File: src/rtl/fxp_pkg.sv
// Shared Q10.22 fixed-point parameters for the multiplier and dot-product reduction stages.
package fxp_pkg;

  localparam int unsigned WORD_LEN   = 32;
  localparam int unsigned MATRIX_DIM = 8;
  localparam int unsigned FRAC_BITS  = 22;
  localparam int unsigned ACC_W      = 40;

  // Each adder-tree level grows the sum by one bit.
  function automatic int unsigned tree_w(input int unsigned word_len, input int unsigned level);
    return word_len + level;
  endfunction

  localparam int unsigned S1_W = tree_w(WORD_LEN, 1);
  localparam int unsigned S2_W = tree_w(WORD_LEN, 2);
  localparam int unsigned S3_W = tree_w(WORD_LEN, 3);

endpackage

File: src/rtl/fxp_sat.sv
// Clips a signed accumulator value to the signed WORD_LEN output range and flags clipping.
module fxp_sat #(
  parameter int unsigned ACC_W    = fxp_pkg::ACC_W,
  parameter int unsigned WORD_LEN = fxp_pkg::WORD_LEN
) (
  input  logic signed [ACC_W-1:0]    value,
  output logic        [WORD_LEN-1:0] data,
  output logic                       sat
);

  // Bits above the output sign bit must all equal it for the value to fit.
  logic [ACC_W-WORD_LEN:0] top_bits;

  always_comb begin
    top_bits = value[ACC_W-1:WORD_LEN-1];
    sat      = !((top_bits == '0) || (top_bits == '1));
    if (!sat)
      data = value[WORD_LEN-1:0];
    else if (value[ACC_W-1])
      data = {1'b1, {(WORD_LEN-1){1'b0}}};
    else
      data = {1'b0, {(WORD_LEN-1){1'b1}}};
  end

endmodule

File: src/rtl/fxp_dot_reduce.sv
// Dot-product reduction: 3-level adder tree over 8 Q10.22 lanes, then a saturating
// per-vector accumulator with a valid/ready result port and a global stall.
module fxp_dot_reduce #(
  parameter int unsigned WORD_LEN   = fxp_pkg::WORD_LEN,
  parameter int unsigned MATRIX_DIM = fxp_pkg::MATRIX_DIM,
  parameter int unsigned FRAC_BITS  = fxp_pkg::FRAC_BITS,
  parameter int unsigned ACC_W      = fxp_pkg::ACC_W
) (
  input  logic                           clk,
  input  logic                           rst_n,
  input  logic [WORD_LEN*MATRIX_DIM-1:0] in_data,
  input  logic                           in_valid,
  input  logic                           in_last,
  output logic                           in_ready,
  output logic [WORD_LEN-1:0]            out_data,
  output logic                           out_sat,
  output logic                           out_valid,
  input  logic                           out_ready,
  output logic [15:0]                    vec_cnt
);

  import fxp_pkg::*;

  localparam int unsigned T1_W = tree_w(WORD_LEN, 1);
  localparam int unsigned T2_W = tree_w(WORD_LEN, 2);
  localparam int unsigned T3_W = tree_w(WORD_LEN, 3);

  // The tree is hard-wired for eight lanes; lanes share one Q format so no alignment is done.
  if (MATRIX_DIM != 8 || FRAC_BITS >= WORD_LEN || ACC_W < T3_W) begin : g_bad_params
    $error("fxp_dot_reduce: unsupported parameterisation");
  end

  logic                       adv;
  logic signed [WORD_LEN-1:0] lane [MATRIX_DIM];

  logic signed [T1_W-1:0] s1_sum [4];
  logic signed [T2_W-1:0] s2_sum [2];
  logic signed [T3_W-1:0] s3_sum;
  logic                   s1_valid, s2_valid, s3_valid;
  logic                   s1_last,  s2_last,  s3_last;

  logic signed [ACC_W-1:0]    acc;
  logic                       first;
  logic signed [ACC_W-1:0]    beat_sum;
  logic signed [ACC_W-1:0]    total;
  logic        [WORD_LEN-1:0] sat_data;
  logic                       sat_flag;

  always_comb begin
    for (int unsigned k = 0; k < MATRIX_DIM; k++)
      lane[k] = in_data[k*WORD_LEN +: WORD_LEN];
  end

  always_comb begin
    adv      = !out_valid || out_ready;
    in_ready = adv;
  end

  always_comb begin
    beat_sum = ACC_W'(s3_sum);
    total    = first ? beat_sum : acc + beat_sum;
  end

  fxp_sat #(
    .ACC_W    (ACC_W),
    .WORD_LEN (WORD_LEN)
  ) u_sat (
    .value (total),
    .data  (sat_data),
    .sat   (sat_flag)
  );

  always_ff @(posedge clk or negedge rst_n) begin
    if (!rst_n) begin
      for (int unsigned i = 0; i < 4; i++) s1_sum[i] <= '0;
      for (int unsigned i = 0; i < 2; i++) s2_sum[i] <= '0;
      s3_sum    <= '0;
      s1_valid  <= 1'b0;
      s2_valid  <= 1'b0;
      s3_valid  <= 1'b0;
      s1_last   <= 1'b0;
      s2_last   <= 1'b0;
      s3_last   <= 1'b0;
      acc       <= '0;
      first     <= 1'b1;
      out_data  <= '0;
      out_sat   <= 1'b0;
      out_valid <= 1'b0;
    end else if (adv) begin
      for (int unsigned i = 0; i < 4; i++)
        s1_sum[i] <= T1_W'(lane[2*i]) + T1_W'(lane[2*i+1]);
      for (int unsigned i = 0; i < 2; i++)
        s2_sum[i] <= T2_W'(s1_sum[2*i]) + T2_W'(s1_sum[2*i+1]);
      s3_sum   <= T3_W'(s2_sum[0]) + T3_W'(s2_sum[1]);
      s1_valid <= in_valid;
      s2_valid <= s1_valid;
      s3_valid <= s2_valid;
      s1_last  <= in_valid && in_last;
      s2_last  <= s1_last;
      s3_last  <= s2_last;

      if (s3_valid && s3_last) begin
        out_data  <= sat_data;
        out_sat   <= sat_flag;
        out_valid <= 1'b1;
        acc       <= '0;
        first     <= 1'b1;
      end else begin
        out_valid <= 1'b0;
        if (s3_valid) begin
          acc   <= total;
          first <= 1'b0;
        end
      end
    end
  end

  always_ff @(posedge clk or negedge rst_n) begin
    if (!rst_n)
      vec_cnt <= '0;
    else if (out_valid && out_ready)
      vec_cnt <= vec_cnt + 16'd1;
  end

endmodule

File: config.mk
export PLATFORM = sky130hd
export DESIGN_NAME = fxp_dot_reduce
export DESIGN_NICKNAME = d
export VERILOG_FILES = /design/src/rtl/fxp_pkg.sv /design/src/rtl/fxp_sat.sv /design/src/rtl/fxp_dot_reduce.sv
export SDC_FILE = /design/constraint.sdc
export NUM_CORES = 1
export LEC_CHECK = 0
export CELL_PAD_IN_SITES_DETAIL_PLACEMENT = 0
export CELL_PAD_IN_SITES_GLOBAL_PLACEMENT = 1
export CORE_UTILIZATION = 45
export CTS_CLUSTER_DIAMETER = 150
export DETAILED_ROUTE_END_ITERATION = 16
export PLACE_DENSITY_LB_ADDON = 0.1
export SLEW_MARGIN = 10
export SYNTH_ARGS = -nofsm -noshare
export SYNTH_HDL_FRONTEND = slang
export SYNTH_SLANG_ARGS = --single-unit
File: constraint.sdc
create_clock -name clk -period 6.15 [get_ports clk]
set_input_delay 0.615 -clock clk [delete_from_list [all_inputs] [get_ports clk]]
set_output_delay 0.615 -clock clk [all_outputs]
set_load 0.005 [all_outputs]
After elaboration in Yosys (flattened, before gate mapping)
Cells that the tools add are included.

Bits in registers: 332. Latch bits: 0. Bits in writable memories: 0. Memory bits (read-only): 0. Bits of input ports: 261. Output and inout bits: 51. Word-level logic and storage cells: 48. Memories kept: 0.

Add/sub/neg operators: 9. Multiply operators: 0. Div/mod/pow operators: 0. $lt $le $gt $ge: 0. Equality and inequality tests: 1. Shift operators: 0. Mux-type cells: 8. Bitwise operators: 0. Reduce and logical (&&, ||, !) cells: 11.

Operators by type and width (number): $add A32 B32 Y33 (4); $mux W40 (3); $add A33 B33 Y34 (2); $mux W32 (2); $add A40 B35 Y40 (1); $add A34 B34 Y35 (1); $add A16 B1 Y16 const B (1); $eq A9 B9 Y1 const B (1); $logic_not A9 Y1 (1); $reduce_and A2 Y1 (2); $logic_and A1 B1 Y1 (3); $mux W1 (3); $logic_not A1 Y1 (2); $logic_or A1 B1 Y1 (2); $reduce_bool A2 Y1 (1).

Logic depth before layout (Yosys ltp)
Gate-level depths: netlist (run 1).

Depth in word-level cells: 5. Mapped depth: 15.

Hierarchy
From an unflattened synthesis (run 1), not the netlist that was laid out.

Cell total of the unflattened synthesis: 3001. Area, all modules: 25768.5 sq um.

By module, submodules not included: fxp_dot_reduce (instances 1, cells an instance 2916, area an instance 25204.2 sq um, sequential area each 8309.2 sq um); fxp_sat (instances 1, cells an instance 85, area an instance 564.3 sq um, sequential area each 0.0 sq um).

Worst setup path after synthesis (run 1)
No wires, ideal clock.

Path type: input port to flip-flop. Start: input port in_data[0]. End: register s1_sum[131] (netlist name). Setup time: 0.124 ns. Arrival: 3.418 ns. Path slack: 2.608 ns. Stages: 15. Buffers on the path: 0. Path through: ha_1 inv_1 fa_1 nor2b_1 o21ai_0 a21boi_0 o21a_1 o211ai_1 a21oi_1 o21ai_0 a2111oi_0 a311o_1 a31o_2 a31oi_1 a211o_1.

Longest elaborated chain between the ends: 1.

RTL lines: start: declaration (RTL line fxp_dot_reduce.sv:11) `input logic [WORD_LEN*MATRIX_DIM-1:0] in_data,`; $add A32 B32 Y33 (RTL line fxp_dot_reduce.sv:91) `s1_sum[i] <= T1_W'(lane[2*i]) + T1_W'(lane[2*i+1]);`; end signal: indexed assignment (RTL line fxp_dot_reduce.sv:91); end: declaration (RTL line fxp_dot_reduce.sv:36) `logic signed [T1_W-1:0] s1_sum [4];`.

Every way passes these cells. A chain may end at the register's enable or synchronous reset.

Final worst setup path (run 1)
Start: register s3_sum[0]. End: register out_data[12].

Longest elaborated chain between the ends: 5. Elaborated cells on any way between the ends: 7. Those cells by class: add/sub: 1; eq/ne: 1; mux: 3; reduce/logical: 2.

RTL lines: start: declaration (RTL line fxp_dot_reduce.sv:38) `logic signed [T3_W-1:0] s3_sum;`; start signal: assignment (RTL line fxp_dot_reduce.sv:94) `s3_sum <= T3_W'(s2_sum[0]) + T3_W'(s2_sum[1]);`; $add A40 B35 Y40 (*) (RTL line fxp_dot_reduce.sv:61) `total = first ? beat_sum : acc + beat_sum;`; $mux W40 (*) (RTL line fxp_dot_reduce.sv:61); $eq A9 B9 Y1 or $logic_not A9 Y1 (tied branches) (RTL line fxp_sat.sv:16) `sat = !((top_bits == '0) || (top_bits == '1));`; $logic_or A1 B1 Y1 (RTL line fxp_sat.sv:16); $mux W32 (*) (RTL line fxp_sat.sv:17) `if (!sat)`; end signal: assignment (RTL line fxp_dot_reduce.sv:103) `out_data <= sat_data;`; end: declaration (RTL line fxp_dot_reduce.sv:15) `output logic [WORD_LEN-1:0] out_data,`.

Mark *: on every way between the ends. The rest lies on a longest branch, timed or not.

==> results by group, run 1 <==
Clocking
  • Post-CTS Setup Bufs: 0
  • Clock Tree Root: clkbuf_16
  • Clk buf depth: 3
  • H-tree levels: 2
  • Clock latency on the worst-skew pair: 570 ps
  • Clk pin slew, worst setup/hold paths: 60 ps
  • Hold_buf cts: 0
  • TritonCTS clock tree: done
  • Total clock sinks: 332
  • CTS Buf Count: 40
  • Cts repair resizes: 0

Layout
  • N_diodes: 0
  • Area of the multi-input gates: 15600 sq um
  • Share of layout cells above drive strength 1: 3.36%
  • Commonest non-fill, non-tap cell in the layout: dfrtp_1
  • Final Util: 55.2%
  • Fin cells: 3883
  • Fillers: 5018
  • Syn-to-layout area delta: 20.8%
  • Fin area: 29800 sq um
  • Register area: 8310 sq um
  • Commonest non-fill, non-tap cells in the layout: dfrtp_1 (331), nand2_1 (328), a21oi_1 (320), clkdlybuf4s50_1 (310), ha_1 (268)
  • Nets: 3695

Global route
  • Largest net degree at the start of global routing: 188
  • Vias in the first global route: 21135
  • Global-route wire length before repair: 107 mm
  • Initial antenna violation count: 0
  • GRT Util Overall: 23.4%
  • GR Overflow Total: 0

STA
  • Achievable Freq: 226 MHz
  • Final TNS setup: 0 ps
  • Final-report hold violation count: 0
  • Slew HR: 18.2%
  • Setup violations, final: 0
  • RSZ-0062 raised after global routing: no
  • Tmin final: 4430 ps
  • Fin crit share: 72.0%
  • Final clock skew: 22.0 ps
  • Worst-Margin Slew: 1220 ps
  • Pins Over Slew Limit: 0
  • Worst Hold Slack: 57.0 ps
  • Final Worst Setup Slack: 1720 ps

Synthesis
  • Mapped cell area: 24600 sq um
  • Mean Syn Cell Area: 8.56 sq um
  • Synth async-reset ratio: 100%
  • Sequential fraction of the synthesis area: 33.7%
  • EDFF count, synth: 0
  • Flop and latch count out of synthesis: 332
  • Ys Warns: 0
  • Syn Inst Count: 2879
  • Number of distinct library cells after synthesis: 74
  • Synth Flop Type: dfrtp_1
  • Syn_nets: 3416

Route
  • DRC Markers: 0
  • Drt pass-1 iters: 5
  • Final WL: 65.1 mm
  • DR vias/cell: 5.56
  • DRT iter0 DRCs: 1152
  • Remaining antenna violation count after routing: 0
  • Via Count: 21582
  • Routed length per instance: 16.8 microns

Die
  • Die height: 236 microns
  • Num rows: 85
  • Core area: 53900 sq um
  • Starting Density: 45.7%
  • I/O pin cnt: 312
  • Die area: 55700 sq um
  • Die Wd: 236 microns

Power
  • P_leak: 13.3 nW
  • Peak ir drop on the vdd network: 0.000246 V
  • PwrDens: 542 nW/um^2
  • Total design power: 16.1 mW

Worst setup path
  • Crit path cell chain: ha_1 -> fa_1 -> a21oi_1 -> o21ai_0 -> nor4b_2 -> nor3b_1 -> o311ai_1 -> a221oi_1 -> xnor2_1 -> nand2_1 -> nor4bb_1 -> and4bb_1 -> o21ai_4 -> o22a_1
  • Critical Path RT: 6640 ps
  • Crit path max-delay family: compound AO/OA/AOI/OAI gates
  • CP peak stage delay: 620 ps
  • Crit path capture type: flop
  • Crit Path Max Fanout: 32
  • WP buf/inv: 0
  • Kind of critical path: reg2reg
  • R2R Setup Slk: 1720 ps
  • Worst path slowest cell: o21ai_4
  • Crit start category: flop
  • CP Data Arrival Time: 4920 ps

Placement
  • Pre-CTS WS: 1420 ps
  • Cells after DPL: 3812
  • Post-DP HPWL: 50.6 mm
  • Placed instance area: 28400 sq um
  • I/O Buffers: 311
  • GPL Wtd Cong: 0.886

Worst hold path
  • Worst hold path type: in2async

Flow run
  • MaxCap Viol Count: 0

Run status
  • Status: finished clean
## power by group
| part | leakage (nW) | switching (mW) | internal, mW |
|---|---|---|---|
| Clock | 0.645 | 0.961 | 1.46 |
| Sequential | 3.90 | 0.784 | 3.18 |
| Combinational | 8.76 | 5.54 | 4.20 |
## path summary, 6_finish.rpt
| kind | startpoint | to | cells past startpoint |
|---|---|---|---|
| setup / recovery | s3_sum[0] | out_data[12] | 14 |
| hold / removal | rst_n | acc[38] | 1 |
| setup reg to reg | s3_sum[0] | out_data[12] | 14 |
| hold reg to reg | s1_last | s1_last | 2 |
| max in group asynchronous | rst_n | s1_sum[29] | 2 |
| min in group clk | s1_last | s1_last | 2 |
## layer usage
layer	part of all wire [%]	GRT usage [%]	routed length (microns)
met1	49	32.9	31700
met2	45	37.6	29200
met3	3.9	3.02	2570
met4	2.6	6.73	1700
met5	0	0	0
## sequential cells by signal, summed over array words and instances, names as in the netlist, 16 cells and up
register	flops
acc	40
s3_sum	35
s1_sum	132
s2_sum	68
out_data	32
vec_cnt	16
## final cells by class
type                    instances  area share [%]
clock buffers                  54            3.81
clock inverters                17           0.677
inverters                      92            1.19
multi-input cells            2364            52.5
flip-flops and latches        332            27.9
well taps                     696            2.93
repair buffers                328            11.0
## cell usage after synthesis (14+ instances only)
cell type	count	area, sq um
o211ai_1	16	120
xor2_1	109	955
o21ai_0	245	1230
nand3_1	58	290
clkbuf_1	71	267
inv_1	92	345
nor2_1	267	1000
o22a_1	33	289
o21a_1	28	210
o21bai_1	31	233
nor3b_1	18	135
a31oi_1	21	131
nor3_1	32	160
nor2b_1	30	188
a21o_1	103	773
and2_1	14	87.6
nand4_1	18	113
xnor2_1	123	1080
a21oi_1	320	1600
ha_1	268	3350
nand2b_1	47	294
o31ai_1	34	255
dfrtp_1	331	8280
and3_1	31	194
a22o_1	17	149
a211oi_1	23	173
nand2_1	329	1230
## kinds of logic (layout without fill, tap and decap cells)
kind of cell	count (synthesis)	after routing	share of synthesized area (%)
compound gates	960	960	24.1
xor+xnor	232	232	8.24
fa+ha+maj	276	276	14.3
buf+inv	183	491	2.91
flops	332	332	33.7
mux	11	11	0.462
simple gates	885	885	16.3
## worst register-to-register path: stages (launching register included)
cell      delay (ps)
dfrtp_1          400
ha_1             260
fa_1             440
a21oi_1          170
o21ai_0          100
nor4b_2          180
nor3b_1          590
o311ai_1         300
a221oi_1         390
xnor2_1          160
nand2_1          100
nor4bb_1         160
and4bb_1         230
o21ai_4          620
o22a_1           270
(Power assumes the default switching activity.)
==> run 2: changes to the inputs <==
--- a/config.mk
+++ b/config.mk
@@ -7,7 +7,7 @@
 export LEC_CHECK = 0
 export CELL_PAD_IN_SITES_DETAIL_PLACEMENT = 0
 export CELL_PAD_IN_SITES_GLOBAL_PLACEMENT = 1
-export CORE_UTILIZATION = 45
+export CORE_UTILIZATION = 43
 export CTS_CLUSTER_DIAMETER = 150
 export DETAILED_ROUTE_END_ITERATION = 16
 export PLACE_DENSITY_LB_ADDON = 0.1
==> constraint.sdc (replaced) <==
create_clock -name clk -period 4.63 [get_ports clk]
set_input_delay 0.463 -clock clk [delete_from_list [all_inputs] [get_ports clk]]
set_output_delay 0.463 -clock clk [all_outputs]
set_load 0.005 [all_outputs]
==> results by group, run 2 (same netlist as run 1, synthesis figures left out) <==
Layout
  • Max reg flops: 132 (unchanged)
  • Nets: 3709 (+0.38%)
  • Fin area: 30000 sq um (+0.79%)
  • Share of layout cells above drive strength 1: 3.56% (+0.21 points)
  • Final Util: 53.1% (-2.1 points)
  • N_diodes: 0 (unchanged)
  • Largest regs: s1_sum (132), s2_sum (68), acc (40)
  • Syn-to-layout area delta: 21.7%
  • Top reg by flops: s1_sum
  • Commonest non-fill, non-tap cell in the layout: dfrtp_1
  • Commonest non-fill, non-tap cells in the layout: dfrtp_1 (331), nand2_1 (328), a21oi_1 (320), clkdlybuf4s50_1 (310), ha_1 (268)
  • Fillers: 5317 (+6.0%)

Power
  • P_int: 11.9 mW (+35%)
  • P_leak: 13.4 nW (+0.70%)
  • Sw Ratio: 44.8% (-0.41 points)
  • Reg power frac: 24.6% (about the same)
  • Clk pwr share: 15.0% (about the same)
  • Combinational Power Share: 60.4% (about the same)
  • Peak ir drop on the vdd network: 0.000321 V (+30%)
  • Total design power: 21.6 mW (+34%)
  • PwrDens: 719 nW/um^2 (+33%)
  • P_sw: 9.65 mW (+32%)

Die
  • I/O pin cnt: 312 (unchanged)
  • Num rows: 87 (+2.4%)
  • Starting Density: 43.6% (-2.1 points)
  • Core area: 56500 sq um (+4.8%)
  • Die area: 58300 sq um (+4.6%)
  • Die Wd: 241 microns (+2.3%)
  • Die height: 241 microns (+2.3%)

Placement
  • GPL Wtd Cong: 0.881 (-0.61%)
  • Post-DP HPWL: 52.1 mm (+2.9%)
  • Placed instance area: 28700 sq um (+0.78%)
  • I/O Buffers: 311 (unchanged)

STA
  • Final-report hold violation count: 0 (unchanged)
  • Achievable Freq: 247 MHz (+9.3%)
  • Worst Hold Slack: 466 ps (+409 ps)
  • Fin crit share: 87.5% (+16 points)
  • Final clock skew: 31.2 ps (+9.21 ps)
  • Pins Over Slew Limit: 0 (unchanged)
  • Setup violations, final: 0 (unchanged)
  • Tmin final: 4050 ps (-377 ps)
  • Worst-Margin Slew: 943 ps (-281 ps)
  • Final TNS setup: 0 ps (unchanged)
  • RSZ-0062 raised after global routing: no
  • Slew HR: 36.9% (+19 points)

Global route
  • Global-route wire length before repair: 108 mm (+0.54%)
  • GRT Util Overall: 23.0% (-0.39 points)
  • Largest net degree at the start of global routing: 170 (-9.6%)
  • Initial antenna violation count: 1 (+1)
  • GR Overflow Total: 0 (unchanged)
  • Vias in the first global route: 20843 (-1.4%)

Run status
  • Status: finished clean

Worst setup path
  • Crit Path Max Fanout: 4 (-88%)
  • CP peak stage delay: 650 ps (+30 ps)
  • Critical Path RT: 5050 ps (-1590 ps)
  • CP Data Arrival Time: 4470 ps (-450 ps)
  • Kind of critical path: reg2reg
  • Crit start category: flop
  • Crit path capture type: flop
  • R2R Setup Slk: 580 ps (-1140 ps)
  • Cell repeated most along the worst path: o21ai_0
  • Worst path slowest cell: o41ai_1
  • Crit path cell chain: ha_1 -> a21o_1 -> a21oi_1 -> o21ai_0 -> o31ai_1 -> a211oi_1 -> o211ai_1 -> a21boi_0 -> o41ai_1 -> o21ai_0 -> a31oi_1 -> xor2_1 -> o21ai_0

Route
  • DR vias/cell: 5.47 (-1.6%)
  • Via Count: 21644 (+0.29%)
  • Final WL: 67.3 mm (+3.2%)
  • Routed length per instance: 17.0 microns (+1.3%)
  • Drt pass-1 iters: 5 (unchanged)
  • DRT iter0 DRCs: 1222 (+6.1%)
  • DRC Markers: 0 (unchanged)
  • Remaining antenna violation count after routing: 0 (unchanged)

Clocking
  • Clock latency on the worst-skew pair: 570 ps (about the same)
  • H-tree levels: 2 (unchanged)
  • Hold_buf cts: 1 (+1)
  • Clock Tree Root: clkbuf_16
  • Clk pin slew, worst setup/hold paths: 60 ps (about the same)
  • Post-CTS Setup Bufs: 0 (unchanged)
  • Clk buf depth: 3 (unchanged)
  • CTS Buf Count: 40 (unchanged)
  • Cts repair resizes: 0 (unchanged)
  • TritonCTS clock tree: done
  • Total clock sinks: 332 (unchanged)

Worst hold path
  • Worst hold path type: reg2reg

Flow run
  • MaxCap Viol Count: 0 (unchanged)
==> run 2: cell count changes in the layout (fill, tap and decap cells not counted) <==
cell / delta
buf_12: +4
buf_4: +9
clkbuf_1: +5
clkbuf_8: +3
clkinv_2: -5
clkinv_4: -1
clkinvlp_4: -3
dlygate4sd3_1: +1
==> run 2: worst max-delay path, delay by kind of cell, from the launching register on <==
family          cells  cell delay [ps]
flops               1              450
xor+xnor            1              200
compound gates     11             2910
fa+ha+maj           1              330
==> run 2: area by class of cell <==
class                      instances  area, sq um  share of cell area, %
clock buffer                      62         1190                   3.98
clock inverter                     8          145                  0.484
inverter                          92          353                   1.18
multi-input combinational       2364        15600                   52.1
sequential                       332         8310                   27.7
tap                              756          946                   3.15
timing repair buffer             342         3430                   11.4
==> run 2: routing by layer <==
layer  up-vias  part of all wire, %  track usage [%]
met1     10235                   49             32.2
li1      10927                    -                -
met3        85                  3.3             2.65
met4         0                  2.1             5.77
met5         -                    0                0
met2       397                   46             37.7
==> run 2: per-stage QoR <==
stage,cells,setup WS [ps]
after CTS,3956,564
after floorplan,2879,1130
after detailed placement,3885,153
after global placement,3885,86.7
final,3956,577
after global routing,3956,213
==> run 2: power by group through the flow <==
stage / clock network [mW] / registers, mW / logic [mW]
2_1_floorplan: 0 / 4.85 / 9.66
3_3_place_gp: 0 / 5.30 / 12.8
3_5_place_dp: 0 / 5.34 / 13.0
4_1_cts: 3.32 / 5.30 / 13.1
5_1_grt: 3.43 / 5.43 / 14.7
6_report: 3.23 / 5.30 / 13.0
==> run 2: worst paths after layout <==
check                          endpoint         from  cells past startpoint
setup / recovery             s3_sum[33]    s2_sum[1]                     13
hold / removal              vec_cnt[15]  vec_cnt[15]                      1
setup reg to reg             s3_sum[33]    s2_sum[1]                     13
hold reg to reg             vec_cnt[15]  vec_cnt[15]                      1
max in group asynchronous    s2_sum[37]        rst_n                      3
min in group asynchronous  out_data[28]        rst_n                      2
==> run 3: changes to the inputs <==
--- a/config.mk
+++ b/config.mk
@@ -11,6 +11,7 @@
 export CTS_CLUSTER_DIAMETER = 150
 export DETAILED_ROUTE_END_ITERATION = 16
 export PLACE_DENSITY_LB_ADDON = 0.1
+export REMOVE_ABC_BUFFERS = 1
 export SLEW_MARGIN = 10
 export SYNTH_ARGS = -nofsm -noshare
 export SYNTH_HDL_FRONTEND = slang
==> results by group, run 3 (same netlist as run 1, synthesis figures left out) <==
Clocking
  • Clock latency on the worst-skew pair: 570 ps (about the same)
  • TritonCTS clock tree: done
  • CTS Buf Count: 41 (+2.5%)
  • Clk pin slew, worst setup/hold paths: 60 ps (about the same)
  • H-tree levels: 2 (unchanged)
  • Total clock sinks: 332 (unchanged)
  • Clk buf depth: 3 (unchanged)
  • Clock Tree Root: clkbuf_16

Layout
  • Largest regs: s1_sum (132), s2_sum (68), acc (40)
  • Max reg flops: 132 (unchanged)
  • Share of layout cells above drive strength 1: 3.81% (+0.25 points)
  • Final Util: 53.2% (+0.12 points)
  • Fillers: 5320 (+0.056%)
  • Syn-to-layout area delta: 22.0%
  • Top reg by flops: s1_sum
  • Nets: 3707 (-0.054%)
  • Commonest non-fill, non-tap cells in the layout: dfrtp_1 (331), nand2_1 (328), a21oi_1 (320), clkdlybuf4s50_1 (310), ha_1 (268)
  • Commonest non-fill, non-tap cell in the layout: dfrtp_1

Global route
  • GR Overflow Total: 0 (unchanged)
  • Vias in the first global route: 21436 (+2.8%)
  • Largest net degree at the start of global routing: 178 (+4.7%)
  • GRT Util Overall: 23.6% (+0.58 points)
  • Global-route wire length before repair: 109 mm (+1.7%)
  • Initial antenna violation count: 9 (+8)

Die
  • Die height: 241 microns (unchanged)
  • Die Wd: 241 microns (unchanged)
  • Num rows: 87 (unchanged)
  • I/O pin cnt: 312 (unchanged)
  • Starting Density: 43.6% (unchanged)
  • Die area: 58300 sq um (unchanged)
  • Core area: 56500 sq um (unchanged)

STA
  • RSZ-0062 raised after global routing: no
  • Final TNS setup: 0 ps (unchanged)
  • Final Worst Setup Slack: 326 ps (-251 ps)
  • Tmin final: 4300 ps (+251 ps)
  • Worst Hold Slack: -23.2 ps (-489 ps)
  • Fin crit share: 93.0% (+5.4 points)
  • Slew HR: 31.7% (-5.2 points)
  • Pins Over Slew Limit: 0 (unchanged)
  • Final clock skew: 19.6 ps (-11.6 ps)
  • Worst-Margin Slew: 1020 ps (+81.7 ps)
  • Achievable Freq: 232 MHz (-5.8%)
  • Final-report hold violation count: 46 (+46)
  • Setup violations, final: 0 (unchanged)

Worst setup path
  • CP Data Arrival Time: 4800 ps (+330 ps)
  • Kind of critical path: reg2reg
  • Crit start category: flop
  • R2R Path Start: s3_sum[0]
  • Reg2Reg Depth: 15 (+2)
  • Crit path capture type: flop
  • Critical Path RT: 5130 ps (+80 ps)
  • R2R Setup Slk: 330 ps (-250 ps)
  • Critical R2R Capture: out_data[30]
  • Crit Path Max Fanout: 16 (+12)
  • CP endpoint: out_data[30]
  • CP startpoint: s3_sum[0]

Route
  • DRT iter0 DRCs: 1028 (-16%)
  • Final WL: 68.8 mm (+2.3%)
  • Drt pass-1 iters: 5 (unchanged)
  • Via Count: 21509 (-0.62%)
  • Remaining antenna violation count after routing: 0 (unchanged)
  • DRC Markers: 0 (unchanged)
  • Routed length per instance: 17.3 microns (+2.1%)
  • DR vias/cell: 5.43 (-0.82%)

Placement
  • GPL Wtd Cong: 0.955 (+8.4%)
  • I/O Buffers: 311 (unchanged)
  • Post-DP HPWL: 52.7 mm (+1.1%)
  • Pre-CTS WS: 171 ps (+18.5 ps)

Flow run
  • MaxCap Viol Count: 0 (unchanged)

Power
  • PwrDens: 719 nW/um^2 (about the same)
  • Peak ir drop on the vdd network: 0.000408 V (+27%)
  • P_leak: 13.4 nW (+0.16%)

Run status
  • Status: finished with violations
  • Failing checks: hold timing

Worst hold path
  • Worst hold path type: in2async
[run 3: cell count changes in the layout (fill, tap and decap cells not counted), sizes merged]
cell	before	now
clkinvlp	2	3
o21ai	247	248
clkinv	2	8
buf	31	28
diode	0	5
bufinv	4	5
dlygate4sd3	1	0
clkbuf	62	58
inv	92	94
[run 3: worst min-delay path by stage]
stage          cells after the start  slack (ps)     endpoint   startpoint
2_1_floorplan                      0         170       acc[0]        rst_n
3_3_place_gp                       2         450     s1_valid     s1_valid
3_5_place_dp                       1         460  vec_cnt[15]  vec_cnt[15]
4_1_cts                            1           3      out_sat        rst_n
5_1_grt                            1          30      out_sat        rst_n
6_report                           1         -20  out_data[1]        rst_n
[run 3: worst max-delay path, stage by stage, from the launching register on]
cell	delay (ps)
dfrtp_1	380
ha_1	230
fa_1	260
a21oi_1	90
o21ai_0	250
nor4b_2	280
nor3b_1	90
buf_4	160
o31a_1	340
o311a_1	360
or4_1	530
nand3_1	130
nor4bb_1	70
and4bb_1	300
o21ai_4	500
o22a_1	240
[run 3: final cells by class]
class | instances | area (sq um) | area share [%]
antenna | 5 | 12.5 | 0.0416
clock buffer | 58 | 1200 | 4.00
clock inverter | 18 | 234 | 0.778
inverter | 92 | 353 | 1.17
multi-input combinational | 2365 | 15600 | 52.0
sequential | 332 | 8310 | 27.6
tap | 756 | 946 | 3.15
timing repair buffer | 338 | 3370 | 11.2
[run 3: per-stage QoR]
step | total power [mW] | instance area, sq um | hold WS (ps) | instances
final | 21.6 | 30100 | -23.2 | 3964
after detailed placement | 18.2 | 28600 | 460 | 3882
after global placement | 18.0 | 28600 | 449 | 3882
after floorplan | 14.5 | 24300 | 167 | 2788
after global routing | 23.6 | 30100 | 32.1 | 3961
after CTS | 21.7 | 30000 | 2.55 | 3958
[run 3: timing repair]
action	CTS	global route
hold buffers	0	0
buffers inserted	0	0
gates resized for setup	0	1
endpoints found under the setup margin	0	32
[run 3: per-layer routing]
| layer | track usage [%] | wire length [microns] |
|---|---|---|
| met5 | 0 | 54 |
| met4 | 6.98 | 1800 |
| met3 | 4.22 | 3060 |
| met2 | 38.9 | 31700 |
| met1 | 31.5 | 32200 |
[run 3: power by group]
part           internal [mW]  switching [mW]  total [mW]
Clock                   2.09            1.32        3.41
Sequential              4.23           0.871        5.10
Combinational           5.67            7.45        13.1
Total                   12.0            9.64        21.6
